===== src/rtl/boreal_symbolic_fsm_if.sv =====
// Sample/result bundle for the symbolic intent classifier.
// The master side drives samples and thresholds; the slave side (the
// classifier) returns one result strobe per accepted sample.
interface boreal_symbolic_fsm_if #(
  parameter int W = 24
);
  // Sample side
  logic                valid_in;
  logic signed [W-1:0] intent_x;
  logic signed [W-1:0] intent_y;
  // Threshold side (unsigned, may change at any time)
  logic [W-1:0]        thresh_move;
  logic [W-1:0]        thresh_hold;
  logic [W:0]          thresh_select;
  // Result side
  logic                valid_out;
  logic [2:0]          state_id;
  logic                change_pulse;
  logic                select_event;

  modport master (
    output valid_in, intent_x, intent_y,
    output thresh_move, thresh_hold, thresh_select,
    input  valid_out, state_id, change_pulse, select_event
  );

  modport slave (
    input  valid_in, intent_x, intent_y,
    input  thresh_move, thresh_hold, thresh_select,
    output valid_out, state_id, change_pulse, select_event
  );
endinterface


===== src/rtl/boreal_symbolic_fsm.sv =====
// Continuous-to-symbolic intent classifier.
// Stage 1 turns each signed (x, y) sample into magnitudes, signs and an
// L1 energy. Stage 2 picks a candidate symbol, debounces it with a dwell
// counter, applies move hysteresis and masks SELECT during a refractory
// window after SELECT is left. Two cycles from valid_in to valid_out,
// full-rate, no backpressure.
module boreal_symbolic_fsm #(
  parameter int W       = 24,
  parameter int DWELL   = 4,
  parameter int REFRACT = 16
) (
  input  logic                 clk,
  input  logic                 rst_n,
  boreal_symbolic_fsm_if.slave bus
);

  // A dwell of zero makes no sense; treat it as "commit on first sample".
  localparam int DWELL_EFF   = (DWELL < 1) ? 1 : DWELL;
  localparam int DW          = $clog2(DWELL_EFF + 1);
  localparam int REFRACT_EFF = (REFRACT < 0) ? 0 : REFRACT;
  localparam int RW          = (REFRACT_EFF > 0) ? $clog2(REFRACT_EFF + 1) : 1;

  localparam logic [DW-1:0] DWELL_LAST   = DW'(DWELL_EFF - 1);
  localparam logic [RW-1:0] REFRACT_LOAD = RW'(REFRACT_EFF);

  // Symbol codes; 6 and 7 are never produced.
  localparam logic [2:0] SYM_IDLE   = 3'd0;
  localparam logic [2:0] SYM_X_POS  = 3'd1;
  localparam logic [2:0] SYM_X_NEG  = 3'd2;
  localparam logic [2:0] SYM_Y_POS  = 3'd3;
  localparam logic [2:0] SYM_Y_NEG  = 3'd4;
  localparam logic [2:0] SYM_SELECT = 3'd5;

  // ---------------------------------------------------------------------
  // Stage 1: magnitude / sign / energy
  // ---------------------------------------------------------------------
  // Index 0 is the x axis, index 1 the y axis.
  logic [W-1:0] raw_v [2];
  logic [W-1:0] abs_v [2];
  logic         sgn_v [2];

  assign raw_v[0] = bus.intent_x;
  assign raw_v[1] = bus.intent_y;

  // Two's-complement negate as an unsigned W-bit value: the most negative
  // input maps to 2^(W-1), which still fits, so no overflow handling.
  for (genvar gi = 0; gi < 2; gi++) begin : g_axis
    assign sgn_v[gi] = raw_v[gi][W-1];
    assign abs_v[gi] = raw_v[gi][W-1] ? ('0 - raw_v[gi]) : raw_v[gi];
  end

  logic         s1_valid_d, s1_valid_q;
  logic [W-1:0] ax_d, ax_q;
  logic [W-1:0] ay_d, ay_q;
  logic         sx_d, sx_q;
  logic         sy_d, sy_q;
  logic [W:0]   energy_d, energy_q;

  // Capture a new sample only when it is strobed; data holds otherwise.
  always_comb begin
    s1_valid_d = bus.valid_in;
    ax_d       = ax_q;
    ay_d       = ay_q;
    sx_d       = sx_q;
    sy_d       = sy_q;
    energy_d   = energy_q;
    if (bus.valid_in) begin
      ax_d     = abs_v[0];
      ay_d     = abs_v[1];
      sx_d     = sgn_v[0];
      sy_d     = sgn_v[1];
      energy_d = {1'b0, abs_v[0]} + {1'b0, abs_v[1]};
    end
  end

  // Stage 1 registers; reset drops any sample in flight.
  always_ff @(posedge clk) begin
    if (!rst_n) begin
      s1_valid_q <= 1'b0;
      ax_q       <= '0;
      ay_q       <= '0;
      sx_q       <= 1'b0;
      sy_q       <= 1'b0;
      energy_q   <= '0;
    end else begin
      s1_valid_q <= s1_valid_d;
      ax_q       <= ax_d;
      ay_q       <= ay_d;
      sx_q       <= sx_d;
      sy_q       <= sy_d;
      energy_q   <= energy_d;
    end
  end

  // ---------------------------------------------------------------------
  // Stage 2: candidate selection
  // ---------------------------------------------------------------------
  logic [2:0]    state_d, state_q;
  logic [2:0]    pending_d, pending_q;
  logic [DW-1:0] dwell_d, dwell_q;
  logic [RW-1:0] refract_d, refract_q;
  logic          valid_out_d, valid_out_q;
  logic          change_d, change_q;
  logic          select_d, select_q;

  logic [2:0] cand;
  logic       sel_hit, x_hit, y_hit, x_hold, y_hold;

  // Priority: SELECT, dominant-axis move, hysteresis hold, IDLE.
  // Strict ax > ay / ay > ax means a tie never yields a fresh move.
  always_comb begin
    sel_hit = (energy_q > bus.thresh_select) && (refract_q == '0);
    x_hit   = (ax_q > bus.thresh_move) && (ax_q > ay_q);
    y_hit   = (ay_q > bus.thresh_move) && (ay_q > ax_q);
    x_hold  = (((state_q == SYM_X_POS) && !sx_q) ||
               ((state_q == SYM_X_NEG) &&  sx_q)) &&
              (ax_q > bus.thresh_hold);
    y_hold  = (((state_q == SYM_Y_POS) && !sy_q) ||
               ((state_q == SYM_Y_NEG) &&  sy_q)) &&
              (ay_q > bus.thresh_hold);
    cand    = SYM_IDLE;
    if (sel_hit) begin
      cand = SYM_SELECT;
    end else if (x_hit) begin
      cand = sx_q ? SYM_X_NEG : SYM_X_POS;
    end else if (y_hit) begin
      cand = sy_q ? SYM_Y_NEG : SYM_Y_POS;
    end else if (x_hold || y_hold) begin
      cand = state_q;
    end
  end

  // ---------------------------------------------------------------------
  // Stage 2: dwell debounce, refractory window and result strobes
  // ---------------------------------------------------------------------
  // Everything here advances only on a valid stage-1 sample, so gaps in
  // the input stream neither age the dwell count nor the lockout.
  always_comb begin
    state_d     = state_q;
    pending_d   = pending_q;
    dwell_d     = dwell_q;
    refract_d   = refract_q;
    valid_out_d = s1_valid_q;
    change_d    = 1'b0;
    select_d    = 1'b0;
    if (s1_valid_q) begin
      if (cand == state_q) begin
        // Agreement with the committed symbol cancels any pending change.
        dwell_d   = '0;
        pending_d = state_q;
      end else if (cand == pending_q) begin
        // One more agreeing sample; commit when the count reaches DWELL.
        // Committing resets the count, so it can never run past DWELL.
        if (dwell_q >= DWELL_LAST) begin
          state_d = cand;
          dwell_d = '0;
        end else begin
          dwell_d = dwell_q + DW'(1);
        end
      end else begin
        // New contender: this sample is its first vote.
        pending_d = cand;
        if (DWELL_EFF == 1) begin
          state_d = cand;
          dwell_d = '0;
        end else begin
          dwell_d = DW'(1);
        end
      end

      change_d = (state_d != state_q);
      select_d = change_d && (state_d == SYM_SELECT);

      // Leaving SELECT arms the lockout; later samples count it down.
      if ((state_q == SYM_SELECT) && (state_d != SYM_SELECT)) begin
        refract_d = REFRACT_LOAD;
      end else if (refract_q != '0) begin
        refract_d = refract_q - RW'(1);
      end
    end
  end

  // Stage 2 registers and registered outputs.
  always_ff @(posedge clk) begin
    if (!rst_n) begin
      state_q     <= SYM_IDLE;
      pending_q   <= SYM_IDLE;
      dwell_q     <= '0;
      refract_q   <= '0;
      valid_out_q <= 1'b0;
      change_q    <= 1'b0;
      select_q    <= 1'b0;
    end else begin
      state_q     <= state_d;
      pending_q   <= pending_d;
      dwell_q     <= dwell_d;
      refract_q   <= refract_d;
      valid_out_q <= valid_out_d;
      change_q    <= change_d;
      select_q    <= select_d;
    end
  end

  assign bus.valid_out    = valid_out_q;
  assign bus.state_id     = state_q;
  assign bus.change_pulse = change_q;
  assign bus.select_event = select_q;

endmodule


===== src/flat_wrapper.sv =====
// flat-port wrapper written by rule: the top's interface ports become plain ports
module boreal_symbolic_fsm_flat 
#(
  parameter int W       = 24,
  parameter int DWELL   = 4,
  parameter int REFRACT = 16
)
  (clk, rst_n, bus_valid_in, bus_intent_x, bus_intent_y, bus_thresh_move, bus_thresh_hold, bus_thresh_select, bus_valid_out, bus_state_id, bus_change_pulse, bus_select_event);
  boreal_symbolic_fsm_if #(.W(W)) bus_i ();
  input  logic clk;
  input  logic rst_n;
  input wire logic [$bits(bus_i.valid_in)-1:0] bus_valid_in;
  input wire logic [$bits(bus_i.intent_x)-1:0] bus_intent_x;
  input wire logic [$bits(bus_i.intent_y)-1:0] bus_intent_y;
  input wire logic [$bits(bus_i.thresh_move)-1:0] bus_thresh_move;
  input wire logic [$bits(bus_i.thresh_hold)-1:0] bus_thresh_hold;
  input wire logic [$bits(bus_i.thresh_select)-1:0] bus_thresh_select;
  output wire logic [$bits(bus_i.valid_out)-1:0] bus_valid_out;
  output wire logic [$bits(bus_i.state_id)-1:0] bus_state_id;
  output wire logic [$bits(bus_i.change_pulse)-1:0] bus_change_pulse;
  output wire logic [$bits(bus_i.select_event)-1:0] bus_select_event;
  assign bus_i.valid_in = bus_valid_in;
  assign bus_i.intent_x = bus_intent_x;
  assign bus_i.intent_y = bus_intent_y;
  assign bus_i.thresh_move = bus_thresh_move;
  assign bus_i.thresh_hold = bus_thresh_hold;
  assign bus_i.thresh_select = bus_thresh_select;
  assign bus_valid_out = bus_i.valid_out;
  assign bus_state_id = bus_i.state_id;
  assign bus_change_pulse = bus_i.change_pulse;
  assign bus_select_event = bus_i.select_event;
  boreal_symbolic_fsm #(.W(W), .DWELL(DWELL), .REFRACT(REFRACT)) u_core (.clk(clk), .rst_n(rst_n), .bus(bus_i));
endmodule

===== config.mk =====
export PLATFORM = sky130hd
export DESIGN_NAME = boreal_symbolic_fsm_flat
export DESIGN_NICKNAME = d
export VERILOG_FILES = /design/src/rtl/boreal_symbolic_fsm_if.sv /design/src/rtl/boreal_symbolic_fsm.sv /design/src/flat_wrapper.sv
export SDC_FILE = /design/constraint.sdc
export NUM_CORES = 1
export LEC_CHECK = 0
export BUFFER_PORTS_ARGS = -buffer_cell sky130_fd_sc_hd__buf_2
export CORE_MARGIN = 3
export CORE_UTILIZATION = 29
export CTS_BUF_LIST = sky130_fd_sc_hd__clkbuf_4 sky130_fd_sc_hd__clkbuf_8 sky130_fd_sc_hd__clkbuf_16
export CTS_CLUSTER_SIZE = 12
export DETAILED_ROUTE_END_ITERATION = 7
export GPL_TIMING_DRIVEN = 0
export PLACE_DENSITY = 0.55
export RECOVER_POWER = 100
export SYNTH_ARGS = -nofsm -noshare
export SYNTH_HDL_FRONTEND = slang
export SYNTH_SLANG_ARGS = --single-unit

===== constraint.sdc =====
create_clock -name clk -period 4.5 [get_ports clk]
set_input_delay 0.9 -clock clk [delete_from_list [all_inputs] [get_ports clk]]
set_output_delay 0.9 -clock clk [all_outputs]
set_load 0.02 [all_outputs]

# After elaboration in Yosys (flattened, before gate mapping)
# Cells that the tools add are included.
# W data, S select, Z words.
[word_totals] elab_cells=78 input_bits=124 ff_bits=93
[op_classes] mux=19 order_cmp=8 addsub=5 n_eq_ne=11 n_reduce_logical=22
[ops] cell="$gt A24 B24 Y1" count=6
[ops] cell="$mux W24" count=2
[ops] cell="$sub A1 B24 Y24 const A" count=2
[ops] cell="$mux W3" count=14
[ops] cell="$add A24 B24 Y25" count=1
[ops] cell="$gt A25 B25 Y1" count=1
[ops] cell="$logic_and A1 B1 Y1" count=11
[ops] cell="$mux W5" count=2
[ops] cell="$eq A3 B3 Y1 const B" count=3
[ops] cell="$eq A3 B2 Y1 const B" count=2
[ops] cell="$eq A3 B3 Y1" count=2
[ops] cell="$reduce_and A2 Y1" count=3
[ops] cell="$logic_not A5 Y1" count=1
[ops] cell="$reduce_bool A5 Y1" count=1
[ops] cell="$sub A5 B1 Y5 const B" count=1
[ops] cell="$add A3 B1 Y3 const B" count=1
[ops] cell="$eq A3 B1 Y1 const B" count=1
[ops] cell="$ge A3 B2 Y1 const B" count=1
[ops] cell="$logic_or A1 B1 Y1" count=3
[ops] cell="$ne A3 B3 Y1" count=1
[ops] cell="$ne A3 B3 Y1 const B" count=1
[ops] cell="$logic_not A1 Y1" count=2
[ops] cell="$mux W2" count=1
[ops] cell="$ne A2 B1 Y1 const B" count=1
[ops] cell="$reduce_bool A2 Y1" count=1

# Logic depth before layout (Yosys ltp)
[depth] depth_word=17 depth_mapped=18 mapped_depth_nobuf=18

# Least setup slack after synthesis
# No wires, ideal clock.
[synth_path] path_type="input to register" start="in bus_intent_y[0]" end="reg u_core.energy_q[22]" required_time_ns=4.372 stages=17 slack_ns=0.205 arrival_ns=4.167 setup_ns=0.128 cell_sequence="inv_1 ha_1 nand2_1 o21ai_0 fa_1 a21oi_2 o21bai_2 a2111oi_4 o31ai_1 o41a_1 a41o_1 a221o_1 a21oi_2 o21ai_1 xor2_1 mux2i_1 nor2_1"
[synth_rtl] item="start, declared" line="flat_wrapper.sv:14" rtl="input wire logic [$bits(bus_i.intent_y)-1:0] bus_intent_y;"
[synth_rtl] item="end signal, assigned" line="boreal_symbolic_fsm.sv:91" rtl="energy_q <= energy_d;"
[synth_rtl] item="end, declared" line="boreal_symbolic_fsm.sv:57" rtl="logic [W:0] energy_d, energy_q;"

==> impl_metrics.csv <==
group,metric,value,unit
synth,ys_seq_elements,93,
synth,yosysTopAreaCellShare,24.1,%
route,wl_per_cell,17.4,µm
cells_and_area,nFillCells,3313,
floorplan,coreArea,0.0307,mm²
worst_setup_path,crit_type,"input pin to flop",
floorplan,floorplan.initialDensity,29.5,%
sta,holdWs,459,ps
grt,grt_antenna_before_repair,2,
pwr,internal-power,1950,µW
synth,netlist_instances,1142,
cells_and_area,fin_nets,1585,
synth,synth_top_area_cell,"ha_1",
route,viasPerCell,5.02,
clock_network,htree_levels,3,
route,num_vias,8480,
route,routed_wl,29.4,mm
cells_and_area,utilization,34.9,%
sta,period_share,96.5,%
route,drt_first_pass_iters,4,
sta,drv_slew,0,
floorplan,io_pins,130,
clock_network,cts.sinks,93,
grt,grt_first_pass_wirelength,45.2,mm
cells_and_area,drive_above_1_share,14.7,%
pwr,worst_ir_drop_vdd,0.170,mV
clock_network,clkLatencyLatePin,350,ps
worst_setup_path,path_cells,"buf_6 > inv_4 > ha_4 > nand2_2 > or3_4 > o31a_1 > xor2_2 > ha_4 > and2_4 > o21ai_4 > o31ai_4 > o41a_1 > a41o_1 > a221o_1 > a21oi_2 > o21ai_2 > xor2_1 > mux2i_1 > nor2_1",
sta,hold_viol_final,0,
worst_setup_path,crit_buf_inv,2,
floorplan,die_area,0.0334,mm²
grt,grt_pass1_vias,8287,
min_path,hold_class,"flop to flop",
sta,layout_setup_ws,159,ps
sta,period_needed,4340,ps
worst_setup_path,cp_common_cell,"ha_4",
clock_network,clock_path_buffers,2,
synth,yosys_most_used_dff,"dfxtp_1",
sta,skew,7.23,ps
synth,syn_nets,1441,
synth,yosysWarnings,0,
placement,hpwl,25.3,mm
synth,synth_area_leaders,"ha_1, dfxtp_1, nor2_1",
cells_and_area,areaGrowthSynthToFinish,18.4,%
worst_setup_path,required,4720,ps
route,drcViolationCount,0,
worst_setup_path,cp-start-kind,"input pin",
pwr,sequentialPowerShare,32.1,%
floorplan,die_x,183,µm
worst_setup_path,end_kind,"flop",
run,maxCapViolCount,0,
worst_setup_path,slowest_delay,430,ps
pwr,swShare,37.1,%
sta,setup_violations,0,
outcome,status,"complete, no violations",
synth,ys_async_sr_fraction,0,%
placement,port_buffers,128,
placement,gp_congestion,0.952,
synth,syn-cell-area,0.00905,mm²
route,drt_iter0_drc,427,
pwr,p_leak,0.00494,µW
clock_network,cts_tree,"built",
floorplan,num_rows,64,
worst_setup_path,path_max_fanout,5,
worst_setup_path,rr_worst_depth,13,
pwr,power_switching,1150,µW
clock_network,clkTransAtPathRegs,70,ps
min_path,whs_path_depth,2,
clock_network,clock-root-buffer,"clkbuf_16",
route,ant_nets,0,
clock_network,cts_inserted_buffers,9,
pwr,combPwrFrac,40.0,%
synth,ys_types,75,
grt,grt_max_degree,17,
sta,relSlewSlack,36.1,%
sta,max_freq,230,MHz
worst_setup_path,arrival,4560,ps
grt,grt_overflow,0,
floorplan,fp.dieH,183,µm
sta,worst_pin_slew,959,ps
worst_setup_path,critical-path-top-delay-family,"compound AO/OA/AOI/OAI gates",
pwr,clock_power_share,27.9,%
worst_setup_path,slowest_stage,"o41a_1",
synth,synth_edf_count,0,
synth,avgSynthCellArea,7.92,µm²
synth,yosysSeqAreaShare,20.6,%
grt,grt_util_all_layers,17.2,%
placement,pre_cts_slack,-793,ps
worst_setup_path,cp.depth,19,
clock_network,hold_buffers,0,
pwr,power.density,290,mW/mm²
state kept, by name, summed over array words and instances, names as in the netlist:
signal / count
u_core.bus.select_event: 1
u_core.bus.change_pulse: 1
u_core.s1_valid_q: 1
u_core.sx_q: 1
u_core.pending_q: 3
u_core.energy_q: 25
u_core.ay_q: 24
u_core.bus.state_id: 3
u_core.ax_q: 24
u_core.dwell_q: 3
u_core.bus.valid_out: 1
u_core.sy_q: 1
u_core.refract_q: 5
cells in the mapped netlist (3+ instances only):
cell      instances
mux2i_1          27
a22oi_1           3
ha_1            174
nand2_1          69
dfxtp_1          93
o41ai_1           5
nand3b_1          4
a21oi_1          68
o21ai_1           4
o31a_1            7
and2_1            6
and3_1            6
clkbuf_1         20
buf_1             9
nand3_1          33
a211oi_1         32
a21oi_2           4
a211o_1           3
o31ai_1          16
o211ai_1          4
o21a_1            6
or2_2             4
xor2_1           11
nand4_1          33
or3_1            10
a21boi_0          5
nor4b_1           3
nor3_1           39
xnor2_1          55
nor4_1           14
a21o_1           16
nand2b_1         14
a31oi_1           8
inv_1           114
nor2_1          132
nor2b_1           4
o21ai_0          42
layout by cell type (no fill, tap or decap), types with 5 or more instances in the layout:
master / instances
a211oi_1: 32
buf_2: 117
a21oi_1: 67
a21o_1: 16
mux2i_1: 27
o21ai_1: 5
nand4_1: 33
nor2_1: 131
o21ai_0: 38
dfxtp_1: 93
clkbuf_16: 9
a21oi_2: 5
nor3_1: 38
o31a_1: 7
xor2_1: 10
a31oi_1: 7
a21boi_0: 5
nor4_1: 12
nand3_1: 33
o21a_1: 6
ha_1: 172
nand2_1: 68
clkbuf_1: 33
inv_1: 113
xnor2_1: 53
o31ai_1: 13
or3_1: 9
nand2b_1: 14
and3_1: 6
power groups by stage:
stage / clock, µW / combinational, µW / sequential (µW)
after floorplan: 0 / 869 / 978
after global placement: 0 / 1170 / 1010
after detailed placement: 0 / 1190 / 1010
after CTS: 877 / 1200 / 996
after global routing: 912 / 1410 / 1010
final: 866 / 1240 / 998
cell type report:
| type | instances | area (µm²) | area share (%) |
|---|---|---|---|
| flip-flops and latches | 93 | 1860 | 17.4 |
| well taps | 396 | 495 | 4.62 |
| clock buffers | 10 | 239 | 2.23 |
| inverters | 115 | 437 | 4.07 |
| clock inverters | 6 | 93.8 | 0.876 |
| repair buffers | 133 | 678 | 6.33 |
| diodes | 2 | 5.00 | 0.0467 |
| plain buffers | 30 | 124 | 1.16 |
| multi-input cells | 904 | 6780 | 63.3 |
worst paths after layout:
path / startpoint / end / slack, ps
max: bus_intent_y[1] / u_core.energy_q[22] / 160
min: u_core.refract_q[1] / u_core.refract_q[1] / 460
max reg2reg: u_core.ax_q[19] / u_core.bus.state_id[1] / 680
min reg2reg: u_core.refract_q[1] / u_core.refract_q[1] / 460
metrics by stage:
stage                     power, µW  setup TNS (ps)  area, µm²  std cells
final                          3110               0      10700       1689
after global routing           3330          -0.334      10700       1689
after CTS                      3070               0      10600       1683
after detailed placement       2200           -5830      10200       1666
after global placement         2180           -5880      10200       1666
after floorplan                1850               0       9050       1142
tightest hold or removal path, cell delays in order (launching register included):
cell and delay [ps]:
dfxtp_1 320, nand2_1 50, nand2_1 40
what timing repair did:
item                                    4_1_cts  5_1_grt
setup buffers                                 1        4
endpoints found under the setup margin        9        6
pin swaps                                     0       14
resized for setup                             9       41
hold endpoints to repair                      0        0
kinds of logic after synthesis:
logic type / after synthesis / share of synthesized area [%]
compound gates: 253 / 19.1
xor+xnor: 66 / 6.39
fa+ha+maj: 175 / 24.3
buf+inv: 145 / 6.03
flops: 93 / 20.6
mux: 27 / 2.99
simple gates: 383 / 20.7
routing by layer:
| layer | wire, µm | vias to the layer above | share of wire, % | GRT usage (%) |
|---|---|---|---|---|
| met1 | 14400 | 3852 | 49 | 23.4 |
| met5 | 0 | - | 0 | 0 |
| met2 | 13200 | 169 | 45 | 28.5 |
| met4 | 857 | 0 | 2.9 | 6.12 |
| li1 | - | 4426 | - | - |
| met3 | 1010 | 33 | 3.4 | 1.69 |
No activity file was read; power rests on OpenSTA's default activity.
